`config.mk`:
```
export PLATFORM = sky130hd
export DESIGN_NAME = tone_synth_flat
export DESIGN_NICKNAME = d
export VERILOG_FILES = /design/src/rtl/tone_pkg.sv /design/src/rtl/tone_synth_if.sv /design/src/rtl/i2s_serializer.sv /design/src/rtl/tone_synth.sv /design/src/flat_wrapper.sv
export SDC_FILE = /design/constraint.sdc
export NUM_CORES = 1
export LEC_CHECK = 0
export ABC_AREA = 1
export CAP_MARGIN = 0
export CORE_ASPECT_RATIO = 1.2
export CORE_UTILIZATION = 39
export CTS_CLUSTER_DIAMETER = 100
export DETAILED_ROUTE_END_ITERATION = 10
export SETUP_SLACK_MARGIN = 0.1
export SYNTH_ARGS = -nofsm -noshare
export SYNTH_HDL_FRONTEND = slang
export SYNTH_SLANG_ARGS = --single-unit
```
`constraint.sdc`:
```
create_clock -name clk -period 2.8 [get_ports clk]
set_clock_uncertainty 0.05 [all_clocks]
set_input_delay 0.42 -clock clk [delete_from_list [all_inputs] [get_ports clk]]
set_output_delay 0.42 -clock clk [all_outputs]
set_load 0.1 [all_outputs]
```
`src/rtl/tone_pkg.sv`:
```
// Shared widths, amplitude step, note half-period table and the sample helper for the tone synthesizer.
// Latency: none (declarations and a pure function).
// Backpressure: none.
package tone_pkg;

    localparam int DIV_W    = 9;
    localparam int NOTE_W   = 22;
    localparam int SAMPLE_W = 16;

    localparam logic [SAMPLE_W-1:0] AMP_STEP = 16'h1000;

    // Half-periods in 100 MHz cycles (50e6 / f), low octave La up to high octave Si
    localparam logic [NOTE_W-1:0] NOTE_LO_LA = 22'd227272;
    localparam logic [NOTE_W-1:0] NOTE_LO_SI = 22'd202429;
    localparam logic [NOTE_W-1:0] NOTE_DO    = 22'd190840;
    localparam logic [NOTE_W-1:0] NOTE_RE    = 22'd170068;
    localparam logic [NOTE_W-1:0] NOTE_MI    = 22'd151515;
    localparam logic [NOTE_W-1:0] NOTE_FA    = 22'd143266;
    localparam logic [NOTE_W-1:0] NOTE_SO    = 22'd127551;
    localparam logic [NOTE_W-1:0] NOTE_LA    = 22'd113636;
    localparam logic [NOTE_W-1:0] NOTE_SI    = 22'd101215;
    localparam logic [NOTE_W-1:0] NOTE_HI_DO = 22'd95420;
    localparam logic [NOTE_W-1:0] NOTE_HI_RE = 22'd85034;
    localparam logic [NOTE_W-1:0] NOTE_HI_MI = 22'd75758;
    localparam logic [NOTE_W-1:0] NOTE_HI_FA = 22'd71633;
    localparam logic [NOTE_W-1:0] NOTE_HI_SO = 22'd63776;
    localparam logic [NOTE_W-1:0] NOTE_HI_LA = 22'd56818;
    localparam logic [NOTE_W-1:0] NOTE_HI_SI = 22'd50607;

    // Square-wave sample: +amp on the high half, two's-complement -amp on the low half, zero when quiet
    function automatic logic [SAMPLE_W-1:0] tone_sample(
        input logic       sq,
        input logic [2:0] volume,
        input logic       quiet
    );
        logic [SAMPLE_W-1:0] amp;
        amp = {1'b0, volume, 12'h000};
        if (quiet || (volume == 3'd0)) begin
            return '0;
        end
        return sq ? amp : (~amp + 1'b1);
    endfunction

endpackage

```
`src/rtl/tone_synth_if.sv`:
```
// Control inputs and I2S pins of the tone synthesizer bundled as one port.
// Latency: none (wires only).
// Backpressure: none; the audio pins run continuously.
interface tone_synth_if;
    import tone_pkg::*;

    logic [NOTE_W-1:0] note_div;
    logic [2:0]        volume;
    logic              mute;
    logic              audio_mclk;
    logic              audio_lrck;
    logic              audio_sck;
    logic              audio_sdin;

    // Controller side: sets the note and listens to the pins
    modport master (
        output note_div, volume, mute,
        input  audio_mclk, audio_lrck, audio_sck, audio_sdin
    );

    // Synthesizer side
    modport slave (
        input  note_div, volume, mute,
        output audio_mclk, audio_lrck, audio_sck, audio_sdin
    );
endinterface

```
`src/rtl/i2s_serializer.sv`:
```
// Divides clk into mclk/sck/lrck and shifts a 16-bit left-justified stereo word out MSB first.
// Latency: sample captured at div_cnt==511, its MSB appears on sdin at div_cnt==0 (1 clk).
// Backpressure: none; samples are taken once per 512-cycle frame whatever the source does.
module i2s_serializer
    import tone_pkg::*;
(
    input  logic                clk,
    input  logic                rst,
    input  logic [SAMPLE_W-1:0] sample_l,
    input  logic [SAMPLE_W-1:0] sample_r,
    output logic                audio_mclk,
    output logic                audio_lrck,
    output logic                audio_sck,
    output logic                audio_sdin
);

    logic [DIV_W-1:0]    div_cnt_q, div_cnt_d;
    logic [SAMPLE_W-1:0] snap_l_q, snap_l_d;
    logic [SAMPLE_W-1:0] snap_r_q, snap_r_d;
    logic                mclk_q, mclk_d;
    logic                lrck_q, lrck_d;
    logic                sck_q, sck_d;
    logic                sdin_q, sdin_d;
    logic [SAMPLE_W-1:0] word;
    logic [3:0]          bit_idx;

    // Next-state: clocks are registered copies of the next counter value so each pin equals
    // its div_cnt bit in the same cycle; sdin looks ahead the same way so it flips on sck fall.
    always_comb begin
        div_cnt_d = div_cnt_q + 1'b1;
        snap_l_d  = snap_l_q;
        snap_r_d  = snap_r_q;
        if (div_cnt_q == {DIV_W{1'b1}}) begin
            snap_l_d = sample_l;
            snap_r_d = sample_r;
        end
        word    = div_cnt_d[8] ? snap_r_d : snap_l_d;
        bit_idx = 4'd15 - div_cnt_d[7:4];
        sdin_d  = word[bit_idx];
        mclk_d  = div_cnt_d[1];
        sck_d   = div_cnt_d[3];
        lrck_d  = div_cnt_d[8];
    end

    // State register; reset parks every pin low and restarts the frame at div_cnt=0
    always_ff @(posedge clk) begin
        if (rst) begin
            div_cnt_q <= '0;
            snap_l_q  <= '0;
            snap_r_q  <= '0;
            mclk_q    <= 1'b0;
            lrck_q    <= 1'b0;
            sck_q     <= 1'b0;
            sdin_q    <= 1'b0;
        end else begin
            div_cnt_q <= div_cnt_d;
            snap_l_q  <= snap_l_d;
            snap_r_q  <= snap_r_d;
            mclk_q    <= mclk_d;
            lrck_q    <= lrck_d;
            sck_q     <= sck_d;
            sdin_q    <= sdin_d;
        end
    end

    assign audio_mclk = mclk_q;
    assign audio_lrck = lrck_q;
    assign audio_sck  = sck_q;
    assign audio_sdin = sdin_q;

endmodule

```
`src/rtl/tone_synth.sv`:
```
// Square-wave tone generator with 3-bit volume and mute, feeding an I2S serializer.
// Latency: note change reaches sq within note_div+1 clk, then up to 512 clk to the serial frame.
// Backpressure: none; inputs are sampled freely, frames in flight are never altered.
module tone_synth
    import tone_pkg::*;
#(
    parameter int CLK_HZ = 100_000_000
)(
    input  logic         clk,
    input  logic         rst,
    tone_synth_if.slave  bus
);

    logic [NOTE_W-1:0]   tone_cnt_q, tone_cnt_d;
    logic                sq_q, sq_d;
    logic                silent;
    logic [SAMPLE_W-1:0] sample;

    // Tone counter: >= compare lets a shortened note_div wrap immediately instead of running to 2^22
    always_comb begin
        silent     = (bus.note_div < 22'd2);
        tone_cnt_d = tone_cnt_q + 1'b1;
        sq_d       = sq_q;
        if (silent) begin
            tone_cnt_d = '0;
            sq_d       = 1'b0;
        end else if (tone_cnt_q >= (bus.note_div - 1'b1)) begin
            tone_cnt_d = '0;
            sq_d       = ~sq_q;
        end
    end

    // Sample selection; both channels carry the same word
    always_comb begin
        sample = tone_sample(sq_q, bus.volume, bus.mute | silent);
    end

    // Tone state register
    always_ff @(posedge clk) begin
        if (rst) begin
            tone_cnt_q <= '0;
            sq_q       <= 1'b0;
        end else begin
            tone_cnt_q <= tone_cnt_d;
            sq_q       <= sq_d;
        end
    end

    i2s_serializer u_ser (
        .clk        (clk),
        .rst        (rst),
        .sample_l   (sample),
        .sample_r   (sample),
        .audio_mclk (bus.audio_mclk),
        .audio_lrck (bus.audio_lrck),
        .audio_sck  (bus.audio_sck),
        .audio_sdin (bus.audio_sdin)
    );

endmodule

```
`src/flat_wrapper.sv`:
```
// flat-port wrapper written by rule: the top's interface ports become plain ports
module tone_synth_flat import tone_pkg::*;
#(
    parameter int CLK_HZ = 100_000_000
)
  (clk, rst, bus_note_div, bus_volume, bus_mute, bus_audio_mclk, bus_audio_lrck, bus_audio_sck, bus_audio_sdin);
  tone_synth_if bus_i ();
  input  logic clk;
  input  logic rst;
  input wire logic [$bits(bus_i.note_div)-1:0] bus_note_div;
  input wire logic [$bits(bus_i.volume)-1:0] bus_volume;
  input wire logic [$bits(bus_i.mute)-1:0] bus_mute;
  output wire logic [$bits(bus_i.audio_mclk)-1:0] bus_audio_mclk;
  output wire logic [$bits(bus_i.audio_lrck)-1:0] bus_audio_lrck;
  output wire logic [$bits(bus_i.audio_sck)-1:0] bus_audio_sck;
  output wire logic [$bits(bus_i.audio_sdin)-1:0] bus_audio_sdin;
  assign bus_i.note_div = bus_note_div;
  assign bus_i.volume = bus_volume;
  assign bus_i.mute = bus_mute;
  assign bus_audio_mclk = bus_i.audio_mclk;
  assign bus_audio_lrck = bus_i.audio_lrck;
  assign bus_audio_sck = bus_i.audio_sck;
  assign bus_audio_sdin = bus_i.audio_sdin;
  tone_synth #(.CLK_HZ(CLK_HZ)) u_core (.clk(clk), .rst(rst), .bus(bus_i));
endmodule
```
* Word level (Yosys, flattened, before mapping)
Cells that the tools add are included.
** Word-level totals
- Input port bits :: 28
- Logic and storage cells :: 34
- Register bits after elaboration :: 68
- Output and inout port bits :: 4
** Operators by class
- Bitwise operators :: 3
- $lt $le $gt $ge :: 3
- Add/subtract/negate cells :: 5
- Multiplexer cells :: 9
- Equality and inequality tests :: 1
- Reductions and logical operators :: 4
** Operators by type and width (count)
- $mux 16 :: 6
- $add 22x1->22 const B :: 1
- $ge 22x22->1 :: 1
- $lt 22x2->1 const B :: 1
- $sub 22x1->22 const B :: 1
- $add 16x1->16 const B :: 1
- $not 15->16 :: 1
- $add 9x1->9 const B :: 1
- $eq 9x9->1 const B :: 1
- $lt 4x5->1 const B :: 1
- $bmux 1 s4 :: 1
- $sub 4x4->4 const A :: 1
- $logic_not 3->1 :: 1
- $reduce_or 3->1 :: 1
- $mux 1 :: 2
- $reduce_or 2->1 :: 1
- $logic_or 1x1->1 :: 1
- $not 1->1 :: 1
- $or 1x1->1 :: 1

* Logic depth before layout (Yosys ltp)
Gate-level depths: netlist of run 1.
- Depth after elaboration :: 9
- Depth in mapped cells :: 20

* Cells and area by module
Synthesis of run 1 repeated with hierarchy kept, for this count alone.
** Second synthesis, totals
- Cell total of the unflattened synthesis :: 625
- Area total of the unflattened synthesis :: 4211.5 um2
** By module, submodules not included
- tone_synth :: cells each 325, times used 1, area an instance 2163.3 um2
- i2s_serializer :: cells each 300, times used 1, area an instance 2048.2 um2

* Least setup slack after synthesis of run 1
No wires, ideal clock.
- Path kind :: flip-flop to flip-flop
- Start :: register u_core.u_ser.div_cnt_q[1]
- End :: register u_core.u_ser.sdin_q, in the netlist u_core.u_ser.audio_sdin
- Setup time :: 0.132 ns
- Slack :: -0.233 ns
- Buffers on the path :: 1
- Data arrival time :: 2.850 ns
- Period minus slack after synthesis :: 3.033 ns
- Stages on the path, launching flop included :: 15
- Cells stage by stage :: dfxtp_1 > ha_1 > nand2_1 > nor2_1 > inv_1 > nor4_1 > ha_1 > clkinv_1 > clkbuf_1 > nand3_1 > o21ai_0 > o21ai_0 > o221ai_1 > nand3b_1 > a21oi_1
** On the way
- Word-level cells in the longest chain between the ends :: 5
- Elaborated cells on any way between the ends :: 8
** Ends and longest elaborated chain
- start, declared :: RTL line i2s_serializer.sv:17 : logic [DIV_W-1:0] div_cnt_q, div_cnt_d;
- start signal, assigned :: RTL line i2s_serializer.sv:56 : div_cnt_q <= div_cnt_d;
- branches (longest 3 deep; another with $add 9x1->9)
- $bmux 1 s4 (*) :: RTL line i2s_serializer.sv:39 : sdin_d = word[bit_idx];
- $mux 1 (implied by the code) (*) :: RTL line i2s_serializer.sv:39
- end signal, assigned :: RTL line i2s_serializer.sv:62 : sdin_q <= sdin_d;
- end, declared :: RTL line i2s_serializer.sv:23 : logic sdin_q, sdin_d;
Every way passes the cells marked *. The select of a mux whose other input is x is not followed.
A chain may end at the register's enable or synchronous reset.

* Final worst setup path of run 1
- Start :: input bus_note_div[2]
- End :: register u_core.tone_cnt_q[10]
** On the way
- Word-level cells in the longest chain between the ends :: 3
- Elaborated cells on any way between the ends :: 4
** Ends and longest elaborated chain
- start, declared :: RTL line flat_wrapper.sv:10 : input wire logic [$bits(bus_i.note_div)-1:0] bus_note_div;
- $sub 22x1->22 :: RTL line tone_synth.sv:27 : end else if (tone_cnt_q >= (bus.note_div - 1'b1)) begin
- $ge 22x22->1 :: RTL line tone_synth.sv:27
- $reduce_or 3->1 (no source line) (*)
- end signal, assigned :: RTL line tone_synth.sv:44 : tone_cnt_q <= tone_cnt_d;
- end, declared :: RTL line tone_synth.sv:14 : logic [NOTE_W-1:0] tone_cnt_q, tone_cnt_d;
Every way passes the cells marked *; elsewhere a longest branch is shown, timed or not.

==> results.py, run 1 <==
metrics = {
    "timing": {
        "grt_setup_unrepaired": "yes",
        "final_max_slew_viol_count": 0,
        "layout_worst_path_cycle_share": 1.009,
        "timing.final.setup_violations": 7,
        "tightestPinTransition_ns": 0.3864,
        "worst_rel_slew_slack": 0.7424,
        "achievable-frequency_ghz": 0.3538,
        "finalWorstSetupSlack_ns": -0.02612,
        "hold_violations": 0,
        "min_period_ns": 2.826,
    },
    "clocking": {
        "cts_buffers": 9,
        "clock_sink_count": 65,
        "clk_latency_ns": 0.34,
        "cts_tree": "done",
        "cts-htree-levels": 3,
        "cts.hold.buffers_added": 0,
        "clockRootBuffer": "sky130_fd_sc_hd__clkbuf_8",
        "clk_transition_reported_paths_ns": 0.07,
        "max-clock-path-buffers": 2,
    },
    "synth": {
        "synth_edf_count": 0,
        "post_synth_inst_count": 515,
        "ys_seq_elements": 65,
        "avgSynthCellArea_sq_um": 7.330,
        "sequential_area_share_after_synthesis": 0.3447,
        "synth_cell_types": 37,
        "ys_dominant_reg_cell": "sky130_fd_sc_hd__dfxtp_1",
        "syn_nets": 571,
        "async_reset_ff_frac": 0,
        "synth.cell_area_sq_um": 3775,
        "synth-warning-count": 0,
    },
    "routing": {
        "routed_wirelength_microns": 8979,
        "dr.pass1.iters": 4,
        "remaining_drc_errors": 0,
        "drt_first_iter_violations": 123,
        "num_vias": 3576,
        "viasPerCell": 4.879,
        "detail-route-antenna-nets": 0,
        "route.detailed.wl_per_inst_microns": 12.25,
    },
    "pwr": {
        "p_int_uw": 1457,
        "pwr-share-comb": 0.120,
        "cellPowerDensity_nw_per_um2": 385.6,
        "power.sequential.fraction": 0.483,
        "worst_ir_drop_vdd_uv": 353.3,
        "leakagePower_uw": 0.002158,
        "net-switching-power_uw": 488.3,
        "clock_power_share": 0.397,
        "power_switching_share": 0.2510,
    },
    "floorplanning": {
        "die-height_microns": 109.8,
        "design.die.area_sq_um": 10080,
        "std_cell_rows": 38,
        "design.core.area_sq_um": 9224,
        "initial_utilization": 0.4093,
        "die-width_microns": 91.81,
        "num_io_pins": 32,
    },
    "placement": {
        "preCtsSetupSlack_ns": -0.7564,
        "gpl.final_weighted_congestion": 0.8674,
        "place_hpwl_microns": 6301,
        "portBuffers": 31,
        "postPlaceCellArea_sq_um": 4567,
    },
    "cells_and_area": {
        "n_fill_cell": 912,
        "antennaDiodeCount": 0,
        "final_cell_mix": "78 x sky130_fd_sc_hd__nand2_1, 73 x sky130_fd_sc_hd__nor2_1, 64 x sky130_fd_sc_hd__dfxtp_1, 63 x sky130_fd_sc_hd__buf_4, 42 x sky130_fd_sc_hd__inv_1",
        "syn_to_final_growth_pct": 33.68,
        "layout.cell_area.non_filler_sq_um": 5046,
        "nets_final": 664,
        "layout.cells.most_common": "sky130_fd_sc_hd__nand2_1",
        "final_layout_size_suffix_gt1_frac": 0.2724,
    },
    "global_routing": {
        "grt_first_pass_wirelength_microns": 14900,
        "grt_pass1_vias": 3365,
        "antenna_found_initial": 0,
        "grt_util_all_layers": 0.1881,
        "grt_max_degree": 45,
        "grt-busiest-layer": "met2",
        "grt_overflow_total": 0,
        "grt_use_met2": 0.3518,
        "globalRouteMet3Util": 0.03389,
        "globalRouteMet1Util": 0.2100,
    },
    "setup_path": {
        "worst_r2r_path_depth": 14,
        "reg2reg_to": "u_core.u_ser.audio_sdin$_SDFF_PP0_",
        "timing.rr.start": "u_core.u_ser.div_cnt_q[0]$_SDFF_PP0_",
        "critPathLaunchType": "input pin",
        "worstSetupPathType": "input pin to register",
        "worst_ep_required_time_ns": 3.01,
        "cp_data_arrival_time_ns": 3.04,
        "endpoint_kind_of_the_worst_setup_timing_path": "register",
        "reg2reg_setup_slack_ns": 0.40,
        "critical_path_peak_fanout": 6,
    },
    "run": {
        "cap_violations": 0,
    },
    "min_path": {
        "timing.hold.worst_path_depth": 2,
        "hold-path-endpoint": "u_core.u_ser.snap_r_q[11]$_SDFF_PP0_",
        "holdCritPathClass": "register to register",
        "worstHoldStart": "u_core.u_ser.snap_r_q[11]$_SDFF_PP0_",
    },
    "run_status": {
        "outcome": "finished, violations left",
        "violations": "setup timing",
    },
}
==> stage by stage <==
step                      total power [uW]  utilization  cells  setup TNS, ns  hold slack, ns
after floorplan                       1058            -    515        -0.9181          0.3670
after global placement                1161       0.4951    700         -14.09          0.3771
after detailed placement              1165       0.4951    700         -15.99          0.3792
after CTS                             1957       0.5311    727         -3.305          0.3923
after global routing                  2036       0.5471    733         -4.042          0.4062
final                                 1946       0.5471    733       -0.08112          0.3909
==> repair_timing <==
item | CTS | global route
endpoints found under the setup margin | 23 | 24
gates resized for setup | 39 | 53
pin swaps | 26 | 34
setup buffers | 9 | 6
cloned | 2 | 1
==> cells in the mapped netlist (2+ instances only) <==
| master | instances | share of area |
|---|---|---|
| sky130_fd_sc_hd__nor3b_1 | 4 | 0.0080 |
| sky130_fd_sc_hd__nor3_4 | 3 | 0.013 |
| sky130_fd_sc_hd__buf_2 | 3 | 0.0040 |
| sky130_fd_sc_hd__o221ai_1 | 2 | 0.0046 |
| sky130_fd_sc_hd__o21ai_0 | 23 | 0.030 |
| sky130_fd_sc_hd__nor2_2 | 5 | 0.0083 |
| sky130_fd_sc_hd__xor2_1 | 21 | 0.049 |
| sky130_fd_sc_hd__nor3_2 | 3 | 0.0080 |
| sky130_fd_sc_hd__clkbuf_1 | 10 | 0.0099 |
| sky130_fd_sc_hd__inv_2 | 4 | 0.0040 |
| sky130_fd_sc_hd__nand3_2 | 4 | 0.011 |
| sky130_fd_sc_hd__o211ai_1 | 4 | 0.0080 |
| sky130_fd_sc_hd__or2_1 | 2 | 0.0033 |
| sky130_fd_sc_hd__xnor2_1 | 11 | 0.026 |
| sky130_fd_sc_hd__nor4_1 | 6 | 0.0099 |
| sky130_fd_sc_hd__nor3_1 | 9 | 0.012 |
| sky130_fd_sc_hd__inv_1 | 44 | 0.044 |
| sky130_fd_sc_hd__nand2_2 | 7 | 0.012 |
| sky130_fd_sc_hd__ha_1 | 28 | 0.093 |
| sky130_fd_sc_hd__dfxtp_1 | 65 | 0.34 |
| sky130_fd_sc_hd__nor2_4 | 2 | 0.0060 |
| sky130_fd_sc_hd__nand3b_1 | 3 | 0.0060 |
| sky130_fd_sc_hd__nor2_1 | 87 | 0.087 |
| sky130_fd_sc_hd__a21oi_1 | 27 | 0.036 |
| sky130_fd_sc_hd__nand2_1 | 84 | 0.084 |
| sky130_fd_sc_hd__nand3_1 | 37 | 0.049 |
| sky130_fd_sc_hd__nand4_1 | 7 | 0.012 |
==> final cells by class <==
| cell class | instances | area, sq um | area share |
|---|---|---|---|
| clock buffers | 10 | 127.6 | 0.02529 |
| well taps | 120 | 150.1 | 0.02975 |
| clock inverters | 6 | 68.82 | 0.01364 |
| repair buffers | 93 | 767.0 | 0.1520 |
| multi-input cells | 390 | 2444 | 0.4843 |
| flip-flops and latches | 65 | 1303 | 0.2581 |
| inverters | 49 | 186.4 | 0.03695 |
==> worst max path at each step <==
stage,start,endpoint,slack [ns],cells past startpoint
2_1_floorplan,bus_note_div[1],u_core.tone_cnt_q[13]$_SDFF_PP0_,-0.1,20
3_3_place_gp,bus_note_div[1],u_core.tone_cnt_q[4]$_SDFF_PP0_,-0.65,20
3_5_place_dp,bus_note_div[1],u_core.tone_cnt_q[10]$_SDFF_PP0_,-0.76,20
4_1_cts,bus_note_div[2],u_core.sq_q$_SDFFE_PP0P_,-0.18,22
5_1_grt,bus_note_div[2],u_core.tone_cnt_q[10]$_SDFF_PP0_,-0.24,21
6_report,bus_note_div[2],u_core.tone_cnt_q[10]$_SDFF_PP0_,-0.03,21
==> cells by family after synthesis <==
| logic type | Yosys count | synth area share |
|---|---|---|
| XOR/XNOR | 32 | 0.07425 |
| adder cells (fa/ha/maj) | 28 | 0.09281 |
| buffers and inverters | 63 | 0.06364 |
| AND/OR/NAND/NOR | 267 | 0.3378 |
| flip-flops | 65 | 0.3447 |
| AO/OA/AOI/OAI | 60 | 0.08685 |
==> layer usage <==
layer / vias up / routed length (microns)
li1: 1878 / -
met1: 1622 / 3815
met2: 57 / 4546
met3: 19 / 368
met4: 0 / 249
met5: - / 0
==> power by group through the flow <==
stage          Sequential [uW]  Combinational [uW]  Clock, uW
2_1_floorplan              972                85.6          0
3_3_place_gp               961                 200          0
3_5_place_dp               961                 204          0
4_1_cts                    940                 217        800
5_1_grt                    940                 257        838
6_report                   940                 233        773
==> state kept, by name (all words and copies together), names as in the netlist <==
| register | flops |
|---|---|
| u_core.u_ser.audio_sdin | 1 |
| u_core.tone_cnt_q | 22 |
| u_core.u_ser.div_cnt_q | 9 |
| u_core.u_ser.snap_r_q | 16 |
| u_core.u_ser.snap_l_q | 16 |
| u_core.sq_q | 1 |
==> critical path: stages <==
cell,delay [ns]
sky130_fd_sc_hd__buf_8,0.10
sky130_fd_sc_hd__nor2_4,0.09
sky130_fd_sc_hd__nand2_2,0.07
sky130_fd_sc_hd__nor3_4,0.13
sky130_fd_sc_hd__inv_2,0.06
sky130_fd_sc_hd__nor2_4,0.09
sky130_fd_sc_hd__nand3_2,0.09
sky130_fd_sc_hd__nor2_2,0.10
sky130_fd_sc_hd__nand2_2,0.06
sky130_fd_sc_hd__nor2_2,0.08
sky130_fd_sc_hd__nand2_2,0.08
sky130_fd_sc_hd__nor3_2,0.14
sky130_fd_sc_hd__xnor2_1,0.15
sky130_fd_sc_hd__ha_1,0.29
sky130_fd_sc_hd__a21oi_2,0.14
sky130_fd_sc_hd__o21ai_1,0.06
sky130_fd_sc_hd__a21oi_1,0.14
sky130_fd_sc_hd__nand4_1,0.14
sky130_fd_sc_hd__buf_4,0.15
sky130_fd_sc_hd__or2_4,0.27
sky130_fd_sc_hd__nor3b_2,0.16
Note: power is estimated with default switching activity, not from simulation.
==> run 2, diff against run 1 <==
Settings changed: ABC_AREA 1 to not set, MAX_ROUTING_LAYER set to met4, SYNTH_HIERARCHICAL set to 1.
==> results.py, run 2 <==
metrics = {
    "floorplanning": {
        "std_cell_rows": 40,
        "design.core.area_sq_um": 10060,
        "design.die.area_sq_um": 10800,
        "die-height_microns": 113.6,
        "die-width_microns": 95.03,
        "initial_utilization": 0.4026,
        "num_io_pins": 32,
    },
    "timing": {
        "final_max_slew_viol_count": 0,
        "min_period_ns": 3.285,
        "finalWorstSetupSlack_ns": -0.4849,
        "grt_setup_unrepaired": "yes",
        "timing.final.setup_violations": 23,
        "whs_ns": 0.4329,
        "hold_violations": 0,
        "layout_worst_path_cycle_share": 1.173,
        "achievable-frequency_ghz": 0.3044,
    },
    "min_path": {
        "holdCritPathClass": "register to register",
    },
    "cells_and_area": {
        "largestRegisters": "u_core/tone_cnt_q x22, u_core/u_ser/snap_l_q x16, u_core/u_ser/snap_r_q x16",
        "layout.area.seq_sq_um": 1309,
        "nets_final": 613,
        "final_layout_size_suffix_gt1_frac": 0.2722,
        "multiInputGateArea_sq_um": 2990,
        "largest_register_ff_count": 22,
        "n_fill_cell": 926,
        "final_cell_mix": "70 x sky130_fd_sc_hd__buf_4, 63 x sky130_fd_sc_hd__dfxtp_1, 56 x sky130_fd_sc_hd__nor2_1, 48 x sky130_fd_sc_hd__conb_1, 43 x sky130_fd_sc_hd__mux2i_1",
        "syn_to_final_growth_pct": 38.52,
        "final_core_utilization": 0.5577,
        "layout.cell_area.non_filler_sq_um": 5610,
        "layout.cells.most_common": "sky130_fd_sc_hd__buf_4",
        "antennaDiodeCount": 0,
        "biggest_register": "u_core/tone_cnt_q",
        "layout.cells.non_filler": 688,
    },
    "global_routing": {
        "grt_max_degree": 24,
        "grt_pass1_vias": 3512,
        "antenna_found_initial": 0,
        "grt_first_pass_wirelength_microns": 15430,
        "grt_util_all_layers": 0.1906,
        "grt_overflow_total": 0,
    },
    "placement": {
        "portBuffers": 31,
        "postPlaceCellArea_sq_um": 5025,
        "place.detailed.instances": 660,
        "gpl.final_weighted_congestion": 0.7745,
        "place_hpwl_microns": 6640,
        "preCtsSetupSlack_ns": -1.155,
    },
    "pwr": {
        "pwr-share-comb": 0.106,
        "cellPowerDensity_nw_per_um2": 405.7,
        "power_switching_share": 0.2268,
        "leakagePower_uw": 0.002257,
        "clock_power_share": 0.480,
        "net-switching-power_uw": 516.1,
        "power.sequential.fraction": 0.413,
        "p_int_uw": 1760,
        "worst_ir_drop_vdd_uv": 310.7,
    },
    "clocking": {
        "cts_buffers": 9,
        "clk_transition_reported_paths_ns": 0.05,
        "cts_tree": "done",
        "clock_sink_count": 65,
        "cts-htree-levels": 3,
        "max-clock-path-buffers": 2,
        "clk_latency_ns": 0.32,
        "clockRootBuffer": "sky130_fd_sc_hd__clkbuf_16",
    },
    "synth": {
        "post_synth_inst_count": 418,
        "async_reset_ff_frac": 0,
        "ys_dominant_reg_cell": "sky130_fd_sc_hd__dfxtp_1",
        "ys_seq_elements": 65,
        "synth_cell_types": 45,
        "ys_top_cells_by_count": "65 x sky130_fd_sc_hd__dfxtp_1, 61 x sky130_fd_sc_hd__nor2_1, 43 x sky130_fd_sc_hd__mux2i_1",
        "sequential_area_share_after_synthesis": 0.3213,
        "synth_area_leaders": "sky130_fd_sc_hd__dfxtp_1 32%, sky130_fd_sc_hd__mux2i_1 11%, sky130_fd_sc_hd__ha_1 8.6%",
        "avgSynthCellArea_sq_um": 9.689,
        "synth_top_cell_area_share": 0.3213,
        "synth-warning-count": 6,
        "synth_edf_count": 0,
        "yosys.cell_count.top_type": "sky130_fd_sc_hd__dfxtp_1",
        "netlist.top_cell.by_area": "sky130_fd_sc_hd__dfxtp_1",
        "synth.cell_area_sq_um": 4050,
    },
    "routing": {
        "routed_wirelength_microns": 9127,
        "detail-route-antenna-nets": 0,
        "route.detailed.wl_per_inst_microns": 13.27,
        "dr.pass1.iters": 4,
        "remaining_drc_errors": 0,
        "num_vias": 3419,
        "viasPerCell": 4.969,
        "drt_first_iter_violations": 82,
    },
    "setup_path": {
        "worstSetupPathType": "input pin to register",
        "cp_data_arrival_time_ns": 3.44,
        "critPathLaunchType": "input pin",
        "worst_ep_required_time_ns": 2.96,
        "critical_path_peak_fanout": 4,
        "reg2reg_setup_slack_ns": 0.11,
        "endpoint_kind_of_the_worst_setup_timing_path": "register",
    },
    "run_status": {
        "outcome": "finished, violations left",
        "violations": "setup timing",
    },
    "run": {
        "cap_violations": 0,
    },
}
==> run 2: cell count changes in the layout (fill, tap and decap cells not counted), moves of 13 or more <==
cell                      delta
sky130_fd_sc_hd__nand2_1    -59
sky130_fd_sc_hd__conb_1     +48
sky130_fd_sc_hd__mux2i_1    +43
sky130_fd_sc_hd__inv_1      -30
sky130_fd_sc_hd__nand3_1    -26
sky130_fd_sc_hd__nor2_1     -17
sky130_fd_sc_hd__nor2_2     -17
sky130_fd_sc_hd__o21ai_0    -17
sky130_fd_sc_hd__xnor2_1    +17
sky130_fd_sc_hd__nor3_2     +14
sky130_fd_sc_hd__a21oi_1    -13
==> run 2: cell families (layout without fill, tap and decap cells) <==
logic type,after synthesis,in the layout,synth area share
xor+xnor,46,46,0.1050
buf+inv,30,127,0.03800
flops,65,65,0.3213
mux,61,61,0.2091
simple gates,163,163,0.1993
other cells,1,48,0.0009259
compound gates,24,24,0.03985
fa+ha+maj,28,28,0.08650
==> run 2: worst paths after layout <==
kind | from | end | cells after the start
worst max register to register | u_core/u_ser/div_cnt_q[4]$_SDFF_PP0_ | u_core/u_ser/audio_sdin$_SDFF_PP0_ | 10
worst max-delay path | bus_note_div[7] | u_core/sq_q$_SDFFE_PP0P_ | 13
worst min register to register | u_core/tone_cnt_q[0]$_SDFF_PP0_ | u_core/tone_cnt_q[0]$_SDFF_PP0_ | 1
worst min-delay path | u_core/tone_cnt_q[0]$_SDFF_PP0_ | u_core/tone_cnt_q[0]$_SDFF_PP0_ | 1
==> run 2: metal layers <==
metal	GRT usage	vias up	wire, microns
met4	0.07778	0	244
met3	0.03867	15	207
met5	-	-	0
met2	0.3487	40	4908
li1	-	1740	-
met1	0.1949	1624	3766
==> run 2: critical path: stages <==
cell and delay (ns):
sky130_fd_sc_hd__buf_6 0.09, sky130_fd_sc_hd__or3_4 0.38, sky130_fd_sc_hd__or3_4 0.38, sky130_fd_sc_hd__or4_4 0.52
sky130_fd_sc_hd__nor3_4 0.13, sky130_fd_sc_hd__xnor2_1 0.13, sky130_fd_sc_hd__ha_1 0.26, sky130_fd_sc_hd__a21oi_1 0.12
sky130_fd_sc_hd__o21ai_0 0.09, sky130_fd_sc_hd__a222oi_1 0.32, sky130_fd_sc_hd__o211ai_1 0.15, sky130_fd_sc_hd__buf_4 0.18
sky130_fd_sc_hd__mux2_4 0.29
==> run 2: power groups by stage <==
stage | logic, uW | clock network, uW | registers, uW
final | 242 | 1090 | 940
after global routing | 270 | 1170 | 941
after CTS | 238 | 1130 | 940
after detailed placement | 220 | 0 | 960
after global placement | 214 | 0 | 959
after floorplan | 90.2 | 0 | 971
==> run 2: final cells by class <==
type	instances	share of cell area
tap	126	0.02810
inverter	12	0.008029
timing repair buffer	99	0.1445
sequential	65	0.2333
clock buffer	11	0.04326
clock inverter	5	0.009813
multi-input combinational	370	0.5330
==> run 2: per-stage QoR <==
stage	total power, uW	TNS, ns
floorplan	1062	-11.54
global placement	1173	-24.20
detailed placement	1179	-25.81
CTS	2307	-12.71
global route	2385	-13.08
finish	2276	-10.13
==> run 2: what timing repair did <==
action | 4_1_cts | 5_1_grt
pin swaps | 23 | 16
resized for setup | 73 | 19
setup endpoints to repair | 24 | 24
hold buffers | 0 | 0
cloned | 1 | 0
setup buffers | 8 | 4
